[src/rtl/adder_tester_pkg.sv]
// Shared types and constants for the adder tester: FSM states, LFSR taps,
// and the number of directed corner-case vectors issued before random ones.
package adder_tester_pkg;

  typedef enum logic [1:0] {
    IDLE  = 2'd0,
    RUN   = 2'd1,
    DRAIN = 2'd2,
    DONE  = 2'd3
  } state_e;

  localparam logic [31:0] LFSR_TAPS    = 32'h8020_0003;
  localparam int          NUM_DIRECTED = 4;

endpackage

[src/rtl/lfsr32.sv]
// 32-bit right-shifting Galois LFSR; load and reset both take the seed.
module lfsr32
  import adder_tester_pkg::*;
(
  input  logic        clk,
  input  logic        rst_n,
  input  logic        load,
  input  logic [31:0] seed,
  input  logic        step,
  output logic [31:0] q
);

  always_ff @(posedge clk) begin
    if (!rst_n || load)
      q <= seed;
    else if (step)
      q <= (q >> 1) ^ (q[0] ? LFSR_TAPS : 32'h0);
  end

endmodule

[src/rtl/adder_tester.sv]
// Operand source and result checker for the lab adder: issues directed then
// LFSR vectors, compares the returned sum against a+b, counts and captures errors.
module adder_tester
  import adder_tester_pkg::*;
#(
  parameter int          N           = 32,
  parameter int          NUM_TESTS   = 256,
  parameter int          DUT_LATENCY = 0,
  parameter logic [31:0] SEED        = 32'hACE1_2345
) (
  input  logic         clk,
  input  logic         rst_n,
  input  logic         start,
  output logic [N-1:0] a,
  output logic [N-1:0] b,
  input  logic [N:0]   dut_sum,
  output logic         busy,
  output logic         done,
  output logic         pass,
  output logic [15:0]  error_count,
  output logic [15:0]  tests_done,
  output logic [N-1:0] fail_a,
  output logic [N-1:0] fail_b
);

  localparam logic [15:0] LAST      = 16'(NUM_TESTS);
  localparam logic [15:0] FIRST_RND = 16'(NUM_DIRECTED);
  localparam logic [1:0]  DRAIN_END = 2'(DUT_LATENCY - 1);

  state_e       state;
  logic [15:0]  idx;        // index of the next vector to issue
  logic [1:0]   drain_cnt;
  logic [31:0]  lfsr_q;
  logic         start_ok, run_v, issue, step;
  logic [15:0]  issue_idx;
  logic [N-1:0] nxt_a, nxt_b;
  logic [N:0]   gold, cmp_gold;
  logic [N-1:0] cmp_a, cmp_b;
  logic         cmp_vld, mism;

  assign start_ok = start && (state == IDLE || state == DONE);
  assign run_v    = (state == RUN);
  assign issue    = start_ok || (run_v && idx != LAST);
  assign step     = issue && !start_ok && (idx >= FIRST_RND);
  assign gold     = {1'b0, a} + {1'b0, b};
  assign mism     = cmp_vld && (dut_sum != cmp_gold);
  assign pass     = done && (error_count == 16'h0);

  lfsr32 u_lfsr (
    .clk   (clk),
    .rst_n (rst_n),
    .load  (start_ok),
    .seed  (SEED),
    .step  (step),
    .q     (lfsr_q)
  );

  always_comb begin
    issue_idx = start_ok ? 16'h0 : idx;
    nxt_a     = '0;
    nxt_b     = '0;
    case (issue_idx)
      16'd0: begin nxt_a = '0; nxt_b = '0; end
      16'd1: begin nxt_a = '1; nxt_b = N'(1); end
      16'd2: begin nxt_a = '1; nxt_b = '1; end
      16'd3: begin nxt_a = {1'b1, {(N-1){1'b0}}}; nxt_b = {1'b1, {(N-1){1'b0}}}; end
      default: begin
        nxt_a = lfsr_q[N-1:0];
        for (int i = 0; i < N; i++) nxt_b[i] = lfsr_q[N-1-i];
      end
    endcase
  end

  // Expected sum and operands ride alongside the adder's own latency.
  generate
    if (DUT_LATENCY == 0) begin : g_lat0
      assign cmp_vld  = run_v;
      assign cmp_gold = gold;
      assign cmp_a    = a;
      assign cmp_b    = b;
    end else begin : g_latn
      logic [DUT_LATENCY-1:0]        vld_pipe;
      logic [DUT_LATENCY-1:0][N:0]   gold_pipe;
      logic [DUT_LATENCY-1:0][N-1:0] a_pipe, b_pipe;

      always_ff @(posedge clk) begin
        if (!rst_n) begin
          vld_pipe <= '0;
        end else begin
          vld_pipe[0] <= run_v;
          for (int i = 1; i < DUT_LATENCY; i++) vld_pipe[i] <= vld_pipe[i-1];
        end
      end

      always_ff @(posedge clk) begin
        gold_pipe[0] <= gold;
        a_pipe[0]    <= a;
        b_pipe[0]    <= b;
        for (int i = 1; i < DUT_LATENCY; i++) begin
          gold_pipe[i] <= gold_pipe[i-1];
          a_pipe[i]    <= a_pipe[i-1];
          b_pipe[i]    <= b_pipe[i-1];
        end
      end

      assign cmp_vld  = vld_pipe[DUT_LATENCY-1];
      assign cmp_gold = gold_pipe[DUT_LATENCY-1];
      assign cmp_a    = a_pipe[DUT_LATENCY-1];
      assign cmp_b    = b_pipe[DUT_LATENCY-1];
    end
  endgenerate

  always_ff @(posedge clk) begin
    if (!rst_n) begin
      state       <= IDLE;
      idx         <= '0;
      drain_cnt   <= '0;
      a           <= '0;
      b           <= '0;
      busy        <= 1'b0;
      done        <= 1'b0;
      error_count <= '0;
      tests_done  <= '0;
      fail_a      <= '0;
      fail_b      <= '0;
    end else begin
      if (issue) begin
        a   <= nxt_a;
        b   <= nxt_b;
        idx <= issue_idx + 16'd1;
      end

      if (start_ok) begin
        error_count <= '0;
        tests_done  <= '0;
        fail_a      <= '0;
        fail_b      <= '0;
      end else if (cmp_vld) begin
        tests_done <= tests_done + 16'd1;
        if (mism) begin
          if (error_count != 16'hFFFF) error_count <= error_count + 16'd1;
          if (error_count == 16'h0) begin
            fail_a <= cmp_a;
            fail_b <= cmp_b;
          end
        end
      end

      case (state)
        IDLE, DONE: begin
          if (start) begin
            state <= RUN;
            busy  <= 1'b1;
            done  <= 1'b0;
          end
        end
        RUN: begin
          if (idx == LAST) begin
            drain_cnt <= '0;
            if (DUT_LATENCY == 0) begin
              state <= DONE;
              busy  <= 1'b0;
              done  <= 1'b1;
            end else begin
              state <= DRAIN;
            end
          end
        end
        DRAIN: begin
          if (drain_cnt == DRAIN_END) begin
            state <= DONE;
            busy  <= 1'b0;
            done  <= 1'b1;
          end else begin
            drain_cnt <= drain_cnt + 2'd1;
          end
        end
        default: state <= IDLE;
      endcase
    end
  end

endmodule

[config.mk]
export PLATFORM = sky130hd
export DESIGN_NAME = adder_tester
export DESIGN_NICKNAME = d
export VERILOG_FILES = /design/src/rtl/adder_tester_pkg.sv /design/src/rtl/lfsr32.sv /design/src/rtl/adder_tester.sv
export SDC_FILE = /design/constraint.sdc
export NUM_CORES = 1
export LEC_CHECK = 0
export BUFFER_PORTS_ARGS = -buffer_cell sky130_fd_sc_hd__buf_2
export CORE_MARGIN = 8
export CORE_UTILIZATION = 55
export DETAILED_ROUTE_END_ITERATION = 16
export GPL_TIMING_DRIVEN = 1
export PLACE_DENSITY = 0.77
export SLEW_MARGIN = 20
export SYNTH_ARGS = -nofsm -noshare
export SYNTH_HDL_FRONTEND = slang
export SYNTH_SLANG_ARGS = --single-unit
[constraint.sdc]
create_clock -name clk -period 3.99 [get_ports clk]
set_input_delay 0.1995 -clock clk [delete_from_list [all_inputs] [get_ports clk]]
set_output_delay 0.1995 -clock clk [all_outputs]
set_load 0.1 [all_outputs]
==> results of run 1 <==
[cells by family after synthesis]
family	Yosys count
muxes	12
DFF	213
AOI/OAI and AO/OA	478
adders and majority gates	43
buffers and inverters	110
xor gates and xnor gates	62
and+or+nand+nor	465
[worst max-delay path by stage]
stage                     start         endpoint  slack (ns)  cells after the start
after CTS                  a[0]       fail_b[14]       0.006                     13
after detailed placement  a[16]       fail_a[24]        0.02                     12
after global routing      a[23]       fail_a[20]        0.01                     13
final                     a[24]       fail_b[14]        0.08                     13
after floorplan           a[20]  error_count[15]       0.007                     14
after global placement    a[16]       fail_a[26]        0.02                     12
[critical path, stage by stage (launching register included)]
cell,delay (ns)
dfxtp_1,0.38
ha_1,0.52
nand2_1,0.16
o21ai_1,0.33
a2111o_1,0.22
o221ai_1,0.12
a2111o_1,0.40
nor4_1,0.35
nand4_1,0.24
buf_4,0.22
o31ai_4,0.31
buf_12,0.23
o21ai_0,0.10
a21oi_1,0.18
[repair_timing]
action | 4_1_cts | 5_1_grt
cloned | 0 | 0
hold buffers | 0 | 0
resized for setup | 1 | 9
setup endpoints to repair | 1 | 68
[power breakdown]
part / leakage [nW] / switching, mW / internal [mW] / total [mW]
clock network: 0.380 / 0.879 / 1.29 / 2.17
registers: 1.74 / 0.423 / 2.54 / 2.96
logic: 3.42 / 5.89 / 1.88 / 7.77
[sequential cells by signal, indices dropped and copies added (netlist names)]
signal,flops
u_lfsr.q,32
error_count,16
fail_a,32
state,1
done,1
fail_b,32
tests_done,16
busy,1
b,32
idx,16
drain_cnt,2
a,32
[placed cells by master (no fill, tap or decap), drive strengths merged, types with 9 or more instances in the layout]
cell / instances
a21o: 11
a21boi: 9
xor2: 29
o21ai: 171
mux2i: 10
xnor2: 33
buf: 281
nor3: 22
nor2b: 9
a211oi: 9
or3: 10
dfxtp: 213
nand2: 172
a21oi: 194
ha: 42
o21a: 12
nand3: 95
and2: 10
nor4: 9
nor2: 72
and3: 10
inv: 16
clkbuf: 28
nand4: 28
[metal layers]
metal	GRT usage, %	vias to the layer above	wire [um]
met5	0	-	0
met3	4.53	69	4160
met1	42.3	5657	16500
li1	-	5401	-
met4	8.16	0	909
met2	47.8	650	17700
[layout make-up]
type | count | area, sq um | area share (%)
Sequential cell | 213 | 4280 | 31.7
Clock buffer | 28 | 613 | 4.54
Tap cell | 270 | 338 | 2.50
Clock inverter | 12 | 153 | 1.13
Timing Repair Buffer | 281 | 1660 | 12.3
Multi-Input combinational cell | 1060 | 6390 | 47.3
Inverter | 15 | 56.3 | 0.417
[stage by stage]
stage               worst slack, ns  util, %  cells
floorplan                   0.00657        -   1383
global placement             0.0234     63.5   1839
detailed placement           0.0212     63.5   1839
CTS                         0.00650     67.4   1879
global route                 0.0109     67.6   1879
finish                       0.0826     67.6   1879
==> run metrics, run 1 <==
status completed; hold path startpoint start; CP startpoint kind flip-flop; Distinct cells, synth between 70 and 80; clk_lat worst skew between 0.5 and 0.6 ns; Worst Hold Path Cells 4; most area-hungry cell type in the Yosys netlist dfxtp_1; Clk Tree Root Cell clkbuf_16; Worst Hold Path EP done; final critical-path share of the clock period between 90% and 100%; most common flop cell mapped by yosys dfxtp_1; number of flops mapped to enable cells by yosys 0; Fin. Hold Viols 0; Yosys warnings 0; Placement Cell Area 12700 sq um; average wire per standard cell about 21 um; clk buf depth 3; Data arrival, critical path ~4.3 ns; critical path class reg -> reg; core footprint 20000 sq um; Initial Util between 50% and 60%; # port buffers between 150 and 200; Post-Synth Adder-Cell Area 4.94%; total design power 12.9 mW; 1st-iter DRT viols between 1000 and 1500; f_max between 200 and 300 MHz; Worst VDD drop a little under 0.0006 V; first-pass GRT wire length 60500 um; Synth Cell Area between 10000 and 15000 sq um; flops & latches, synth between 200 and 250; DR DRC count 0; PwrDens about 960 nW/um^2; worst relative slew slack a little over a quarter; Die H 158 um; GR Overflow Total 0; Via Count 11777; final setup violation count 0; share of cells above drive strength 1 a little under a quarter; Ant. Diodes 0; area grow syn2layout 22.2%; worst-path fanout max 36; Compound-Gate Fraction of Synth Area about a quarter; Synth top cells by count dfxtp_1, a21oi_1, nand2_1; fillers 1687; Routed Antenna Nets 0; multiplexer share of the synthesized area between 1 and 1.5%; setup TNS 0 ns; DR vias/cell ~6.3; worst r2r src a[24]; Hold/Removal Path Class in -> reg; largest family of logic cells by synthesized area compound AO/OA/AOI/OAI gates; initial antenna violation count 0; vias in the first global route roughly 11000; H-tree lvl count 1; Post-CTS Repair Setup Buffers 0; unrepaired setup endpoints after global routing no; Detailed Place HPWL between 20000 and 30000 um; r2r worst-path depth 13; pin count of the biggest net entering global routing between 70 and 80; 1st-pass router iterations 6; NumNets Final 1672; Pleak approximately 5.5 nW; CTS clk-pin slew, worst paths ~0.060 ns; io pins slightly below 200; xor/xnor share of the synthesized area 4.91%; Seq/Total Area, Yosys 38.6%; Syn Nets approximately 1500; r2r endpoint fail_b[14]; Worst Clk Skew around 0.027 ns; Die W between 150 and 200 um; Pins Over Slew Limit 0; pin slew with the least headroom to its limit between 1 and 1.5 ns; max cap viols 0; CTS tree yes; r2r setup slk a little over 0.08 ns; DRT Wirelength slightly below 40000 um; GRT Overall Usage roughly 30%; Synth area leaders dfxtp_1, a21oi_1, o21ai_0; CP Data Required Time 4.41 ns; async set-reset flop share out of synthesis 0%; post-layout min period 3.91 ns; final instance area about 13000 sq um; Die ar. 24900 sq um; GP Congestion roughly 1; clk sinks ~210; cell with the most instances after synthesis dfxtp_1; CP Capture Type flip-flop; post-synth top area share between 30% and 40%; Avg Cell Area, Syn about 8 sq um; hold_ws between 0.03 and 0.04 ns; Syn Inst Count approximately 1400; # rows between 50 and 60; clock buffer count from CTS 22; simple-gate share of the synthesized area 21.1%
Power figures use the tool's default switching activity.
==> run 2, diff against run 1 <==
--- a/config.mk
+++ b/config.mk
@@ -10,6 +10,7 @@
 export CORE_UTILIZATION = 55
 export DETAILED_ROUTE_END_ITERATION = 16
 export GPL_TIMING_DRIVEN = 1
+export HOLD_SLACK_MARGIN = 0.1
 export PLACE_DENSITY = 0.77
 export SLEW_MARGIN = 20
 export SYNTH_ARGS = -nofsm -noshare
==> run metrics, run 2 (synthesized netlist as in run 1, its figures left out) <==
CP Data Required Time 4.41 ns (about the same); most frequent cells in the layout buf_2, dfxtp_1, a21oi_1, nand2_1, o21ai_0; GRT Overall Usage 30.3% (about the same); DRT Wirelength 39200 um (-0.18%); initial antenna violation count 0 (unchanged); vias in the first global route 10774 (+0.037%); Ant. Diodes 0 (unchanged); most common cell after layout, fill and taps aside buf_2; Detailed Place HPWL 28900 um (unchanged); DP Worst Slack 0.0212 ns (unchanged); r2r endpoint fail_b[14]; worst r2r src a[23]; CP bufs+invs 2 (unchanged); Slowest cell on crit path ha_1; Hold/Removal Path Class in -> reg; unrepaired setup endpoints after global routing no; r2r setup slk 0.08 ns (about the same); cell family with most CP delay compound AO/OA/AOI/OAI gates; CP startpoint kind flip-flop; Worst Hold Path Cells 3 (-1); 1st-iter DRT viols 1223 (-1.7%); Worst path depth 12 (-1); final setup violation count 0 (unchanged); Die ar. 24900 sq um (unchanged); clk_lat worst skew 0.52 ns (about the same); Worst Hold Path EP idx[3]; area grow syn2layout 22.3% (about the same); final instance area 13500 sq um (about the same); Reg power frac 23.0% (about the same); clk buf depth 3 (unchanged); max cap viols 0 (unchanged); CTS tree yes; hold path startpoint rst_n; DR vias/cell 6.25 (-0.35%); r2r worst-path depth 12 (-1); worst-path fanout max 36 (unchanged); crit path launch a[23]; average wire per standard cell 20.8 um (-0.23%); GR Overflow Total 0 (unchanged); Post-Route Utilization 67.6% (about the same); f_max 256 MHz (about the same); clk sinks 213 (unchanged); worst relative slew slack 26.1% (-0.33 points); critical path class reg -> reg; CP peak stage delay 0.56 ns (+0.04 ns); Comb power frac 60.3% (about the same); Data arrival, critical path 4.33 ns (about the same); clock buffer count from CTS 22 (unchanged); # port buffers 198 (unchanged); Via Count 11742 (-0.30%); CTS clk-pin slew, worst paths 0.06 ns (about the same); core footprint 20000 sq um (unchanged); Worst Clk Skew 0.0257 ns (-0.00164 ns); switching power 7.19 mW (-0.11%); Pins Over Slew Limit 0 (unchanged); Sw Ratio 55.7% (about the same); setup TNS 0 ns (unchanged); CP cell instances ha_1, xor2_1, a21boi_0, o221ai_1, a2111o_1, nor4_1, nand4_1, buf_4, o31ai_4, buf_12, o21ai_0, a21oi_1; Die W 158 um (unchanged); post-layout min period 3.91 ns (-0.00229 ns); Die H 158 um (unchanged); H-tree lvl count 1 (unchanged); Placement Cell Area 12700 sq um (unchanged); 1st-pass router iterations 5 (-1); io pins 199 (unchanged); # rows 52 (unchanged); NumNets Final 1673 (+0.060%); Final Worst Setup Slack 0.0849 ns (+0.00229 ns); Routed Antenna Nets 0 (unchanged); Initial Util 55.3% (unchanged); status completed; Pleak 5.54 nW (about the same); Fin. Hold Viols 0 (unchanged); PwrDens 955 nW/um^2 (-0.13%); Internal 5.71 mW (about the same); clock power share 16.8% (about the same); CP Capture Type flip-flop; DR DRC count 0 (unchanged); GP Congestion 1.02 (unchanged); pin slew with the least headroom to its limit 1.11 ns (+0.00497 ns); final critical-path share of the clock period 97.9% (about the same); first-pass GRT wire length 60600 um (about the same); share of cells above drive strength 1 24.0% (about the same); Clk Tree Root Cell clkbuf_16; pin count of the biggest net entering global routing 74 (unchanged); Worst VDD drop 0.000583 V (-0.12%)
[run 2: cell types whose count changed in the layout (fill, tap and decap cells not counted), sizes merged]
cell,change
dlygate4sd3,+1
[run 2: worst max path at each step]
stage and endpoint:
3_5_place_dp fail_a[24], 4_1_cts fail_b[14], 6_report fail_b[14], 3_3_place_gp fail_a[26]
2_1_floorplan error_count[15], 5_1_grt fail_a[20]
[run 2: final cells by class]
class | count | area (sq um)
Sequential cell | 213 | 4280
Tap cell | 270 | 338
Clock inverter | 12 | 153
Multi-Input combinational cell | 1060 | 6390
Timing Repair Buffer | 282 | 1670
Inverter | 15 | 56.3
Fill cell | 1686 | 6470
Clock buffer | 28 | 613
[run 2: metal layers]
layer	routed length (um)	vias to the layer above	track usage (%)
met4	888	0	8.07
met2	17500	643	47.9
met1	16800	5619	42.4
li1	-	5407	-
met3	3970	73	4.53
met5	0	-	0
[run 2: tightest hold or removal path: stages]
cell     delay (ns)
buf_2          0.12
nand2_4        0.20
nor2_1         0.15
[run 2: metrics by stage]
step / instances / hold WS (ns) / total power [mW]
after CTS: 1880 / 0.173 / 12.7
after global placement: 1839 / 0.454 / 10.5
after detailed placement: 1839 / 0.463 / 10.6
final: 1880 / 0.184 / 12.9
after floorplan: 1383 / 0.404 / 8.45
after global routing: 1880 / 0.202 / 13.4
[run 2: timing repair]
item / CTS / global route
endpoints found under the setup margin: 1 / 68
buffers inserted: 0 / 0
hold endpoints to repair: 3 / 0
hold buffers: 1 / 0
pin swaps: 0 / 0
resized for setup: 1 / 9
[run 2: power groups by stage]
| stage | sequential [mW] | combinational (mW) | clock, mW |
|---|---|---|---|
| after floorplan | 5.57 | 2.88 | 0 |
| after global placement | 2.98 | 7.55 | 0 |
| after detailed placement | 2.98 | 7.58 | 0 |
| after CTS | 2.94 | 7.63 | 2.17 |
| after global routing | 2.99 | 8.12 | 2.26 |
| final | 2.96 | 7.77 | 2.16 |
==> run 3, diff against run 2 <==
--- a/config.mk
+++ b/config.mk
@@ -7,11 +7,11 @@
 export LEC_CHECK = 0
 export BUFFER_PORTS_ARGS = -buffer_cell sky130_fd_sc_hd__buf_2
 export CORE_MARGIN = 8
-export CORE_UTILIZATION = 55
+export CORE_UTILIZATION = 56
 export DETAILED_ROUTE_END_ITERATION = 16
 export GPL_TIMING_DRIVEN = 1
 export HOLD_SLACK_MARGIN = 0.1
-export PLACE_DENSITY = 0.77
+export PLACE_DENSITY = 0.78
 export SLEW_MARGIN = 20
 export SYNTH_ARGS = -nofsm -noshare
 export SYNTH_HDL_FRONTEND = slang
==> constraint.sdc (replaced) <==
create_clock -name clk -period 4.3 [get_ports clk]
set_input_delay 0.215 -clock clk [delete_from_list [all_inputs] [get_ports clk]]
set_output_delay 0.215 -clock clk [all_outputs]
set_load 0.1 [all_outputs]
==> run metrics, run 3 (synthesized netlist as in run 1, its figures left out) <==
cell family with most CP delay compound AO/OA/AOI/OAI gates; CTS tree yes; io pins 199 (unchanged); core footprint 19400 sq um (-2.9%); Pleak 5.34 nW (-3.7%); initial antenna violation count 0 (unchanged); Sw Ratio 56.2% (+0.51 points); # port buffers 198 (unchanged); 1st-pass router iterations 6 (+1); CP cell instances ha_1, a21oi_1, o21ai_1, a21oi_2, o221ai_1, a2111o_1, nor4_1, nand4_1, or3_2, buf_4, nand3_1, a21oi_1; CP Capture Type flip-flop; DR DRC count 0 (unchanged); clock buffer count from CTS 23 (+4.5%); clock power share 17.6% (+0.8 points); CTS clk-pin slew, worst paths 0.06 ns (about the same); Ant. Diodes 0 (unchanged); status completed; Worst Clk Skew 0.0125 ns (-0.0132 ns); DRT Wirelength 37600 um (-3.9%); Initial Util 57.0% (+1.6 points); GR Overflow Total 0 (unchanged); NumNets Final 1635 (-2.3%); PwrDens 882 nW/um^2 (-7.6%); pin count of the biggest net entering global routing 67 (-9.5%); CP bufs+invs 1 (-1); CP Data Required Time 4.66 ns (+0.25 ns); clk_lat worst skew 0.53 ns (about the same); Die W 156 um (-0.81%); Reg power frac 24.0% (+1.0 points); Detailed Place HPWL 27700 um (-4.3%); Data arrival, critical path 4.48 ns (+0.15 ns); Post-CTS Repair Setup Buffers 0 (unchanged); f_max 243 MHz (-5.1%); unrepaired setup endpoints after global routing no; Slowest cell on crit path or3_2; post-layout min period 4.12 ns (+0.211 ns); worst relative slew slack 29.4% (+3.2 points); # rows 51 (-1.9%); fillers 1711 (+1.5%); pin slew with the least headroom to its limit 1.06 ns (-0.0486 ns); H-tree lvl count 1 (unchanged); final setup violation count 0 (unchanged); first-pass GRT wire length 58400 um (-3.5%); Critical Path Most Common Cell a21oi_1; Die ar. 24500 sq um (-1.6%); 1st-iter DRT viols 1409 (+15%); Comb power frac 58.4% (-1.9 points); Fin. Hold Viols 0 (unchanged); Routed Antenna Nets 0 (unchanged); clk sinks 213 (unchanged); critical path class reg -> reg; GP Congestion 0.972 (-5.2%); worst-path fanout max 30 (-17%); Internal 5.08 mW (-11%); Worst VDD drop 0.000562 V (-3.6%); final critical-path share of the clock period 95.7% (-2.1 points); clk buf depth 3 (unchanged); most common cell after layout, fill and taps aside dfxtp_1; setup TNS 0 ns (unchanged); Post-Layout Cell Count 1837 (-2.3%); Clk Tree Root Cell clkbuf_16; max cap viols 0 (unchanged); Die H 156 um (-0.81%); vias in the first global route 10573 (-1.9%); Hold/Removal Path Class in -> reg; placed insts 1795 (-2.4%); share of cells above drive strength 1 20.7% (-3.2 points); CP peak stage delay 0.57 ns (about the same); Pins Over Slew Limit 0 (unchanged); area grow syn2layout 19.0%; average wire per standard cell 20.5 um (-1.6%); switching power 6.53 mW (-9.2%); Via Count 11443 (-2.5%); DR vias/cell 6.23 (-0.27%); GRT Overall Usage 29.5% (-0.86 points); most frequent cells in the layout dfxtp_1, buf_2, a21oi_1, nand2_1, o21ai_0; CP startpoint kind flip-flop
[run 3: changes by cell type in the layout (fill, tap and decap cells not counted), moves of 2 or more]
cell	previous run	this run
buf_4	78	43
dfxtp_1	197	213
dfxtp_2	16	0
clkinv_2	6	3
buf_12	3	1
clkbuf_1	2	4
clkbuf_8	4	6
[run 3: area by class of cell]
cell class | count | area [sq um] | area share, %
clock buffers | 33 | 673 | 5.12
clock inverters | 8 | 113 | 0.856
inverters | 15 | 56.3 | 0.428
multi-input cells | 1060 | 6370 | 48.4
flip-flops and latches | 213 | 4260 | 32.4
well taps | 265 | 332 | 2.52
repair buffers | 243 | 1340 | 10.2
[run 3: worst paths after layout]
path	start	endpoint	slack, ns	cells past startpoint
max	a[20]	fail_b[14]	0.18	12
min	rst_n	b[4]	0.22	3
max reg2reg	a[20]	fail_b[14]	0.18	12
min reg2reg	u_lfsr.q[4]	u_lfsr.q[3]	0.47	2
[run 3: through the flow]
stage               setup WS (ns)  hold slack [ns]  util [%]  cell area [sq um]  power [mW]
detailed placement          0.236            0.460      63.7              12300        9.44
floorplan                   0.205            0.420         -              11000        7.82
CTS                         0.190            0.212      67.8              13100        11.5
finish                      0.184            0.223      67.8              13200        11.6
global placement            0.240            0.454      63.7              12300        9.42
global route               0.0180            0.254      67.8              13200        12.1
[run 3: worst min-delay path, stage by stage]
cell and delay, ns:
buf_2 0.28, o21ai_0 0.15, a21oi_1 0.05
[run 3: per-layer routing]
metal / vias up / global-route usage, % / share of wire (%) / wire length (um)
met2: 644 / 45.4 / 44 / 16500
met1: 5359 / 39.1 / 41 / 15600
li1: 5342 / - / - / -
met3: 98 / 7.36 / 11 / 4230
met5: - / 0 / 0 / 0
met4: 0 / 10.8 / 3.6 / 1360
[run 3: timing repair]
| action | in CTS | in global routing |
|---|---|---|
| hold buffers | 1 | 0 |
| endpoints found under the hold margin | 2 | 0 |
| endpoints found under the setup margin | 0 | 59 |
| resized for setup | 0 | 2 |
[run 3: power groups by stage]
stage / combinational, mW / sequential (mW) / clock [mW]
floorplan: 2.67 / 5.15 / 0
CTS: 6.68 / 2.76 / 2.05
detailed placement: 6.64 / 2.80 / 0
global route: 7.10 / 2.82 / 2.14
finish: 6.78 / 2.79 / 2.04
global placement: 6.62 / 2.80 / 0
